===== src/rtl/ahbl_pkg.sv =====
// Shared AHB-Lite encodings and the transfer byte-lane decode used by the SRAM controller.
package ahbl_pkg;

    localparam logic [1:0] HTRANS_IDLE   = 2'b00;
    localparam logic [1:0] HTRANS_BUSY   = 2'b01;
    localparam logic [1:0] HTRANS_NONSEQ = 2'b10;
    localparam logic [1:0] HTRANS_SEQ    = 2'b11;

    localparam logic [2:0] HSIZE_BYTE = 3'b000;
    localparam logic [2:0] HSIZE_HALF = 3'b001;
    localparam logic [2:0] HSIZE_WORD = 3'b010;

    localparam logic HRESP_OKAY  = 1'b0;
    localparam logic HRESP_ERROR = 1'b1;

    typedef enum logic [1:0] {
        ST_OK   = 2'b00,
        ST_ERR1 = 2'b01,
        ST_ERR2 = 2'b10
    } err_state_e;

    // An all-zero mask marks the transfer as illegal (misaligned or oversized).
    function automatic logic [3:0] byte_mask(input logic [2:0] size, input logic [1:0] addr);
        logic [3:0] m;
        case (size)
            HSIZE_BYTE: m = 4'b0001 << addr;
            HSIZE_HALF: m = addr[0] ? 4'b0000 : (addr[1] ? 4'b1100 : 4'b0011);
            HSIZE_WORD: m = (addr == 2'b00) ? 4'b1111 : 4'b0000;
            default:    m = 4'b0000;
        endcase
        return m;
    endfunction

endpackage


===== src/rtl/ahbl_sram_ctrl_chk.sv =====
// Invariant checks for the SRAM controller port arbitration.
module ahbl_sram_ctrl_chk (
    input logic clk,
    input logic rst_n,
    input logic rd_now,
    input logic wr_phase,
    input logic buf_valid
);

    // A write parked behind a read must never find an undrained entry in the buffer.
    a_no_buf_overwrite: assert property (@(posedge clk) disable iff (!rst_n)
        !(rd_now && wr_phase && buf_valid));

endmodule


===== src/rtl/ahbl_sram_wbuf.sv =====
// One-entry posted-write buffer with byte-lane merge into read data for
// read-after-write coherence.
module ahbl_sram_wbuf
    import ahbl_pkg::*;
#(
    parameter int AW = 12
) (
    input  logic          clk,
    input  logic          rst_n,
    input  logic          load,
    input  logic          clear,
    input  logic [AW-1:0] load_addr,
    input  logic [3:0]    load_mask,
    input  logic [31:0]   load_data,
    input  logic          rd_active,
    input  logic [AW-1:0] rd_addr,
    input  logic [31:0]   sram_rdata,
    output logic          buf_valid,
    output logic [AW-1:0] buf_addr,
    output logic [3:0]    buf_mask,
    output logic [31:0]   buf_data,
    output logic [31:0]   rdata
);

    logic          valid_r;
    logic [AW-1:0] addr_r;
    logic [3:0]    mask_r;
    logic [31:0]   data_r;
    logic          hit_s;
    logic [31:0]   merged_s;

    // Buffer entry: a load always wins over a clear so a drain-and-refill keeps it valid.
    always_ff @(posedge clk) begin
        if (!rst_n) begin
            valid_r <= 1'b0;
            addr_r  <= '0;
            mask_r  <= 4'b0000;
            data_r  <= 32'h0000_0000;
        end else if (load) begin
            valid_r <= 1'b1;
            addr_r  <= load_addr;
            mask_r  <= load_mask;
            data_r  <= load_data;
        end else if (clear) begin
            valid_r <= 1'b0;
        end
    end

    assign hit_s = valid_r && (addr_r == rd_addr);

    // Per-lane merge of buffered bytes over the RAM output during a read data phase.
    always_comb begin
        merged_s = 32'h0000_0000;
        if (rd_active) begin
            for (int i = 0; i < 4; i++) begin
                if (hit_s && mask_r[i]) begin
                    merged_s[8*i +: 8] = data_r[8*i +: 8];
                end else begin
                    merged_s[8*i +: 8] = sram_rdata[8*i +: 8];
                end
            end
        end else begin
            merged_s = 32'h0000_0000;
        end
    end

    assign buf_valid = valid_r;
    assign buf_addr  = addr_r;
    assign buf_mask  = mask_r;
    assign buf_data  = data_r;
    assign rdata     = merged_s;

endmodule


===== src/rtl/ahbl_sram_ctrl.sv =====
// AHB-Lite slave front end for a single-port synchronous SRAM: zero-wait reads and
// writes via a one-entry write buffer, two-cycle ERROR for illegal transfers.
module ahbl_sram_ctrl
    import ahbl_pkg::*;
#(
    parameter int AW = 12
) (
    input  logic          HCLK,
    input  logic          HRESETn,
    input  logic          HSEL,
    input  logic [31:0]   HADDR,
    input  logic [1:0]    HTRANS,
    input  logic [2:0]    HSIZE,
    input  logic          HWRITE,
    input  logic [31:0]   HWDATA,
    input  logic          HREADY,
    output logic          HREADYOUT,
    output logic          HRESP,
    output logic [31:0]   HRDATA,
    input  logic [31:0]   SRAMRDATA,
    output logic [3:0]    SRAMWEN,
    output logic [31:0]   SRAMWDATA,
    output logic          SRAMCS0,
    output logic [AW-1:0] SRAMADDR
);

    logic          accept_s;
    logic [3:0]    mask_s;
    logic          legal_s;
    logic          rd_now_s;
    logic          wr_now_s;
    logic          err_now_s;

    err_state_e    state_r;
    err_state_e    state_s;
    logic          hreadyout_r;
    logic          hresp_r;

    logic          rd_phase_r;
    logic          wr_phase_r;
    logic [AW-1:0] dp_addr_r;
    logic [3:0]    dp_mask_r;

    logic          cs_s;
    logic [3:0]    wen_s;
    logic [AW-1:0] addr_s;
    logic [31:0]   wdata_s;
    logic          buf_load_s;
    logic          buf_clear_s;

    logic          buf_valid_s;
    logic [AW-1:0] buf_addr_s;
    logic [3:0]    buf_mask_s;
    logic [31:0]   buf_data_s;

    logic          unused_s;

    assign accept_s  = HSEL & HREADY & HTRANS[1];
    assign mask_s    = byte_mask(HSIZE, HADDR[1:0]);
    assign legal_s   = (mask_s != 4'b0000);
    assign rd_now_s  = accept_s & legal_s & ~HWRITE;
    assign wr_now_s  = accept_s & legal_s & HWRITE;
    assign err_now_s = accept_s & ~legal_s;
    assign unused_s  = ^{HADDR[31:AW+2], HTRANS[0]};

    // Error response sequencer next state.
    always_comb begin
        state_s = state_r;
        case (state_r)
            ST_OK:   state_s = err_now_s ? ST_ERR1 : ST_OK;
            ST_ERR1: state_s = ST_ERR2;
            ST_ERR2: state_s = err_now_s ? ST_ERR1 : ST_OK;
            default: state_s = ST_OK;
        endcase
    end

    // Error state and registered handshake outputs.
    always_ff @(posedge HCLK) begin
        if (!HRESETn) begin
            state_r     <= ST_OK;
            hreadyout_r <= 1'b1;
            hresp_r     <= HRESP_OKAY;
        end else begin
            state_r     <= state_s;
            hreadyout_r <= (state_s != ST_ERR1);
            hresp_r     <= (state_s != ST_OK) ? HRESP_ERROR : HRESP_OKAY;
        end
    end

    // Data-phase context captured from each completed address phase.
    always_ff @(posedge HCLK) begin
        if (!HRESETn) begin
            rd_phase_r <= 1'b0;
            wr_phase_r <= 1'b0;
            dp_addr_r  <= '0;
            dp_mask_r  <= 4'b0000;
        end else if (HREADY) begin
            rd_phase_r <= rd_now_s;
            wr_phase_r <= wr_now_s;
            dp_addr_r  <= HADDR[AW+1:2];
            dp_mask_r  <= mask_s;
        end
    end

    // SRAM port arbitration; the port is kept quiet while reset is asserted so a
    // pending buffered write is discarded rather than drained.
    always_comb begin
        cs_s        = 1'b0;
        wen_s       = 4'b0000;
        addr_s      = '0;
        wdata_s     = 32'h0000_0000;
        buf_load_s  = 1'b0;
        buf_clear_s = 1'b0;
        if (!HRESETn) begin
            cs_s = 1'b0;
        end else if (rd_now_s) begin
            cs_s       = 1'b1;
            addr_s     = HADDR[AW+1:2];
            buf_load_s = wr_phase_r;
        end else if (wr_phase_r && !buf_valid_s) begin
            cs_s    = 1'b1;
            wen_s   = dp_mask_r;
            addr_s  = dp_addr_r;
            wdata_s = HWDATA;
        end else if (wr_phase_r) begin
            cs_s       = 1'b1;
            wen_s      = buf_mask_s;
            addr_s     = buf_addr_s;
            wdata_s    = buf_data_s;
            buf_load_s = 1'b1;
        end else if (buf_valid_s) begin
            cs_s        = 1'b1;
            wen_s       = buf_mask_s;
            addr_s      = buf_addr_s;
            wdata_s     = buf_data_s;
            buf_clear_s = 1'b1;
        end else begin
            cs_s = 1'b0;
        end
    end

    ahbl_sram_wbuf #(.AW(AW)) u_wbuf (
        .clk        (HCLK),
        .rst_n      (HRESETn),
        .load       (buf_load_s),
        .clear      (buf_clear_s),
        .load_addr  (dp_addr_r),
        .load_mask  (dp_mask_r),
        .load_data  (HWDATA),
        .rd_active  (rd_phase_r),
        .rd_addr    (dp_addr_r),
        .sram_rdata (SRAMRDATA),
        .buf_valid  (buf_valid_s),
        .buf_addr   (buf_addr_s),
        .buf_mask   (buf_mask_s),
        .buf_data   (buf_data_s),
        .rdata      (HRDATA)
    );

    ahbl_sram_ctrl_chk u_chk (
        .clk       (HCLK),
        .rst_n     (HRESETn),
        .rd_now    (rd_now_s),
        .wr_phase  (wr_phase_r),
        .buf_valid (buf_valid_s)
    );

    assign HREADYOUT = hreadyout_r;
    assign HRESP     = hresp_r;
    assign SRAMCS0   = cs_s;
    assign SRAMWEN   = wen_s;
    assign SRAMADDR  = addr_s;
    assign SRAMWDATA = wdata_s;

endmodule

===== config.mk =====
export PLATFORM = sky130hd
export DESIGN_NAME = ahbl_sram_ctrl
export DESIGN_NICKNAME = d
export VERILOG_FILES = /design/src/rtl/ahbl_pkg.sv /design/src/rtl/ahbl_sram_ctrl_chk.sv /design/src/rtl/ahbl_sram_wbuf.sv /design/src/rtl/ahbl_sram_ctrl.sv
export SDC_FILE = /design/constraint.sdc
export NUM_CORES = 1
export LEC_CHECK = 0
export BUFFER_PORTS_ARGS = -buffer_cell sky130_fd_sc_hd__buf_2
export CAP_MARGIN = 20
export CORE_MARGIN = 3
export CORE_UTILIZATION = 50
export CTS_CLUSTER_DIAMETER = 100
export DETAILED_ROUTE_END_ITERATION = 12
export GPL_TIMING_DRIVEN = 1
export PLACE_DENSITY = 0.82
export SYNTH_ARGS = -nofsm -noshare
export SYNTH_HDL_FRONTEND = slang
export SYNTH_HIERARCHICAL = 1
export SYNTH_SLANG_ARGS = --single-unit

===== constraint.sdc =====
create_clock -name HCLK -period 2.8 [get_ports HCLK]
set_clock_uncertainty 0.2 [all_clocks]
set_input_delay 0.42 -clock HCLK [delete_from_list [all_inputs] [get_ports HCLK]]
set_output_delay 0.42 -clock HCLK [all_outputs]
set_load 0.005 [all_outputs]

==> flow_metrics.env <==
export IMPL_wl_per_cell_um=15.98
export IMPL_drt_pass1_iterations=4
export IMPL_hold_start="HADDR[8]"
export IMPL_final_hold_viol_count=0
export IMPL_final_max_slew_violation_count=0
export IMPL_synth_cell_types=43
export IMPL_worstPathRequired_ps=2180
export IMPL_dpl_cell_count=800
export IMPL_regArea_mm2=0.001428
export IMPL_cts_resized=0
export IMPL_multi_input_area_mm2=0.003124
export IMPL_ioPinCount=189
export IMPL_crit_start="dp_addr_r[3]"
export IMPL_h_tree_depth=3
export IMPL_power_density_mw_per_mm2=339.5
export IMPL_synth_area_mm2=0.004770
export IMPL_status="finished, final reports clean"
export IMPL_antenna_cells=0
export IMPL_drc=0
export IMPL_drive_above_1_share_pct=33.48
export IMPL_ys_flop_type="dfxtp_1"
export IMPL_slew_headroom_pct=57.51
export IMPL_dr_first_iter_drc_count=199
export IMPL_rows=35
export IMPL_p_comb_share_pct=11.5
export IMPL_synthesis_nets=642
export IMPL_fin_setup_tns_ps=0
export IMPL_finalCritPeriodShare_pct=95.85
export IMPL_rsz0062_at_grt="false"
export IMPL_numPortBuffers=169
export IMPL_finalNonFillerCells=813
export IMPL_start_util_pct=51.62
export IMPL_holdCritPathClass="in -> reg"
export IMPL_wl_um=12990
export IMPL_r2r_start="u_wbuf/buf_valid"
export IMPL_slowest_delay_ps=430
export IMPL_worst_slack_ps=116.2
export IMPL_synth_warnings=6
export IMPL_die_x_um=103.7
export IMPL_r2r_end="u_wbuf/buf_addr[7]"
export IMPL_seq_area_frac_synth_pct=29.80
export IMPL_routabilityCongestion=0.8197
export IMPL_synthTopCellsByArea="dfxtp_1, mux2i_1, nor2b_1"
export IMPL_synth_largest_area_cell="dfxtp_1"
export IMPL_whs_endpoint="dp_addr_r[6]"
export IMPL_cts_tree="done"
export IMPL_cts_hold_buffers=0
export IMPL_via_per_inst=5.416
export IMPL_async_flop_share_pct=0
export IMPL_synth_top_cell_area_share_pct=29.80
export IMPL_peakVddDrop_mv=0.1961
export IMPL_leakagePower_uw=0.002543
export IMPL_p_int_uw=1512
export IMPL_ys_ff_latch=71
export IMPL_pre_cts_ws_ps=429.0
export IMPL_syn_area_per_cell_um2=8.898
export IMPL_antenna_left=0
export IMPL_root_buffer="clkbuf_8"
export IMPL_synth_edff_count=0
export IMPL_syn_to_final_growth_pct=23.98
export IMPL_power_switching_uw=495.6
export IMPL_numCtsBuffers=9
export IMPL_reg2regPathDepth=5
export IMPL_holdWs_ps=162.7
export IMPL_dpl_hpwl_um=9030
export IMPL_tightest_slew_ps=621.3
export IMPL_r2r_slack_ps=800
export IMPL_clockBufferDepth=2
export IMPL_fmax_mhz=372.6
export IMPL_maxCapViolCount=0
export IMPL_startpoint_type="register"
export IMPL_antenna_found_initial=0
export IMPL_synth_common_cells="mux2i_1, nand2_1, dfxtp_1, nor2b_1, and3_1"
export IMPL_vias=4403
export IMPL_pwr_share_clk_pct=36.7
export IMPL_grt_pass1_wl_um=21230
export IMPL_critPathKind="reg -> out"
export IMPL_grt_usage_pct=23.44
export IMPL_yosysMostFrequentCell="mux2i_1"
export IMPL_crit_arrival_ps=2060
export IMPL_hold_depth=3
export IMPL_grt_start_max_net_pins=66
export IMPL_worstSetupEndpointType="output pin"
export IMPL_power_frac_seq_pct=51.8
export IMPL_critPathMaxFanout=8
export IMPL_die_area_mm2=0.01075
export IMPL_final_nets=788
export IMPL_cts_sinks=71
export IMPL_finalSetupViolations=0
export IMPL_cts_reportedPaths_clkPinSlew_ps=70
export IMPL_clkLatencyLatePin_ps=330
export IMPL_coreArea_mm2=0.009240
export IMPL_post_cts_buffers=0
export IMPL_grt_overflow=0
export IMPL_die_h_um=103.7
export IMPL_post_route_min_period_ps=2684
export IMPL_fill_cells=799
export IMPL_cp_slowest_cell="dfxtp_1"
export IMPL_path_cells="xnor2_2, nand4_4, nor4_4, buf_6, mux2i_2, buf_2"
export IMPL_netlist_instances=536
export IMPL_grt_pass1_vias=4451
export IMPL_netSwitchingFraction_pct=24.69
worst max-delay path: cells and delay by family (launching register included):
kind | cells | cell delay (ps)
AND/OR/NAND/NOR | 2 | 550
multiplexers | 1 | 230
buffers and inverters | 2 | 340
flip-flops | 1 | 430
XOR/XNOR | 1 | 170
power by group through the flow:
stage               logic, uW  clock network (uW)  registers, uW
finish                    231                 738           1040
global route              250                 805           1040
CTS                       229                 758           1040
detailed placement        228                   0           1060
global placement          219                   0           1060
floorplan                 130                   0           1060
logic make-up (layout without fill, tap and decap cells):
family	count (synthesis)	count (layout)	synth area share, %
AO/OA/AOI/OAI	78	78	12.93
flip-flops	71	71	29.80
buffers and inverters	52	200	5.535
XOR/XNOR	14	14	3.673
AND/OR/NAND/NOR	216	216	26.02
multiplexers	105	105	22.04
how the worst max path moves through the flow:
stage	cells past startpoint	to	slack, ps
floorplan	10	u_wbuf/buf_data[24]	380
global placement	6	HRDATA[23]	440
detailed placement	6	HRDATA[16]	430
CTS	6	HRDATA[16]	40
global route	6	HRDATA[6]	4
finish	6	HRDATA[27]	120
state kept, by name, indices dropped and copies added, names as in the netlist:
register / flops
HREADYOUT: 1
HRESP: 1
dp_addr_r: 12
dp_mask_r: 4
rd_phase_r: 1
state_r: 2
u_wbuf/buf_addr: 12
u_wbuf/buf_data: 32
u_wbuf/buf_mask: 4
u_wbuf/buf_valid: 1
wr_phase_r: 1
routing by layer:
metal | wire [um] | global-route usage, % | vias up
li1 | - | - | 2161
met1 | 5759 | 28.12 | 2092
met2 | 6440 | 42.01 | 136
met3 | 618 | 4.922 | 14
met4 | 172 | 7.123 | 0
met5 | 0 | 0 | -
cells in the final DEF (no fill, tap or decap), drive strengths merged:
cell type  count
a2111oi        1
a21boi         3
a21o          12
a21oi          3
a22o          32
and3          37
and3b          1
buf          186
clkbuf        12
clkinv         1
dfxtp         71
inv            1
mux2i        105
nand2         86
nand2b         3
nand3          5
nand3b         2
nand4          3
nor2           5
nor2b         64
nor3           1
nor3b          1
nor4           4
nor4b          2
o2111ai        1
o211a          1
o211ai        14
o21a           1
o21ai          6
o21ba          1
o21bai         1
o2bb2ai        1
o31a           1
or2            2
xnor2         12
xor2           2
through the flow:
step           power, uW  utilization (%)  cell area (um2)
3_3_place_gp        1279            61.67             5698
6_report            2008            63.99             5913
4_1_cts             2025            63.51             5868
2_1_floorplan       1188                -             4770
3_5_place_dp        1289            61.67             5698
5_1_grt             2095            63.99             5913
layout make-up:
class / count / area share, %
well taps: 129 / 2.730
clock inverters: 1 / 0.08464
flip-flops and latches: 71 / 24.14
clock buffers: 12 / 2.793
repair buffers: 186 / 17.35
multi-input cells: 413 / 52.84
inverters: 1 / 0.06348
No activity file was read; power rests on OpenSTA's default activity.
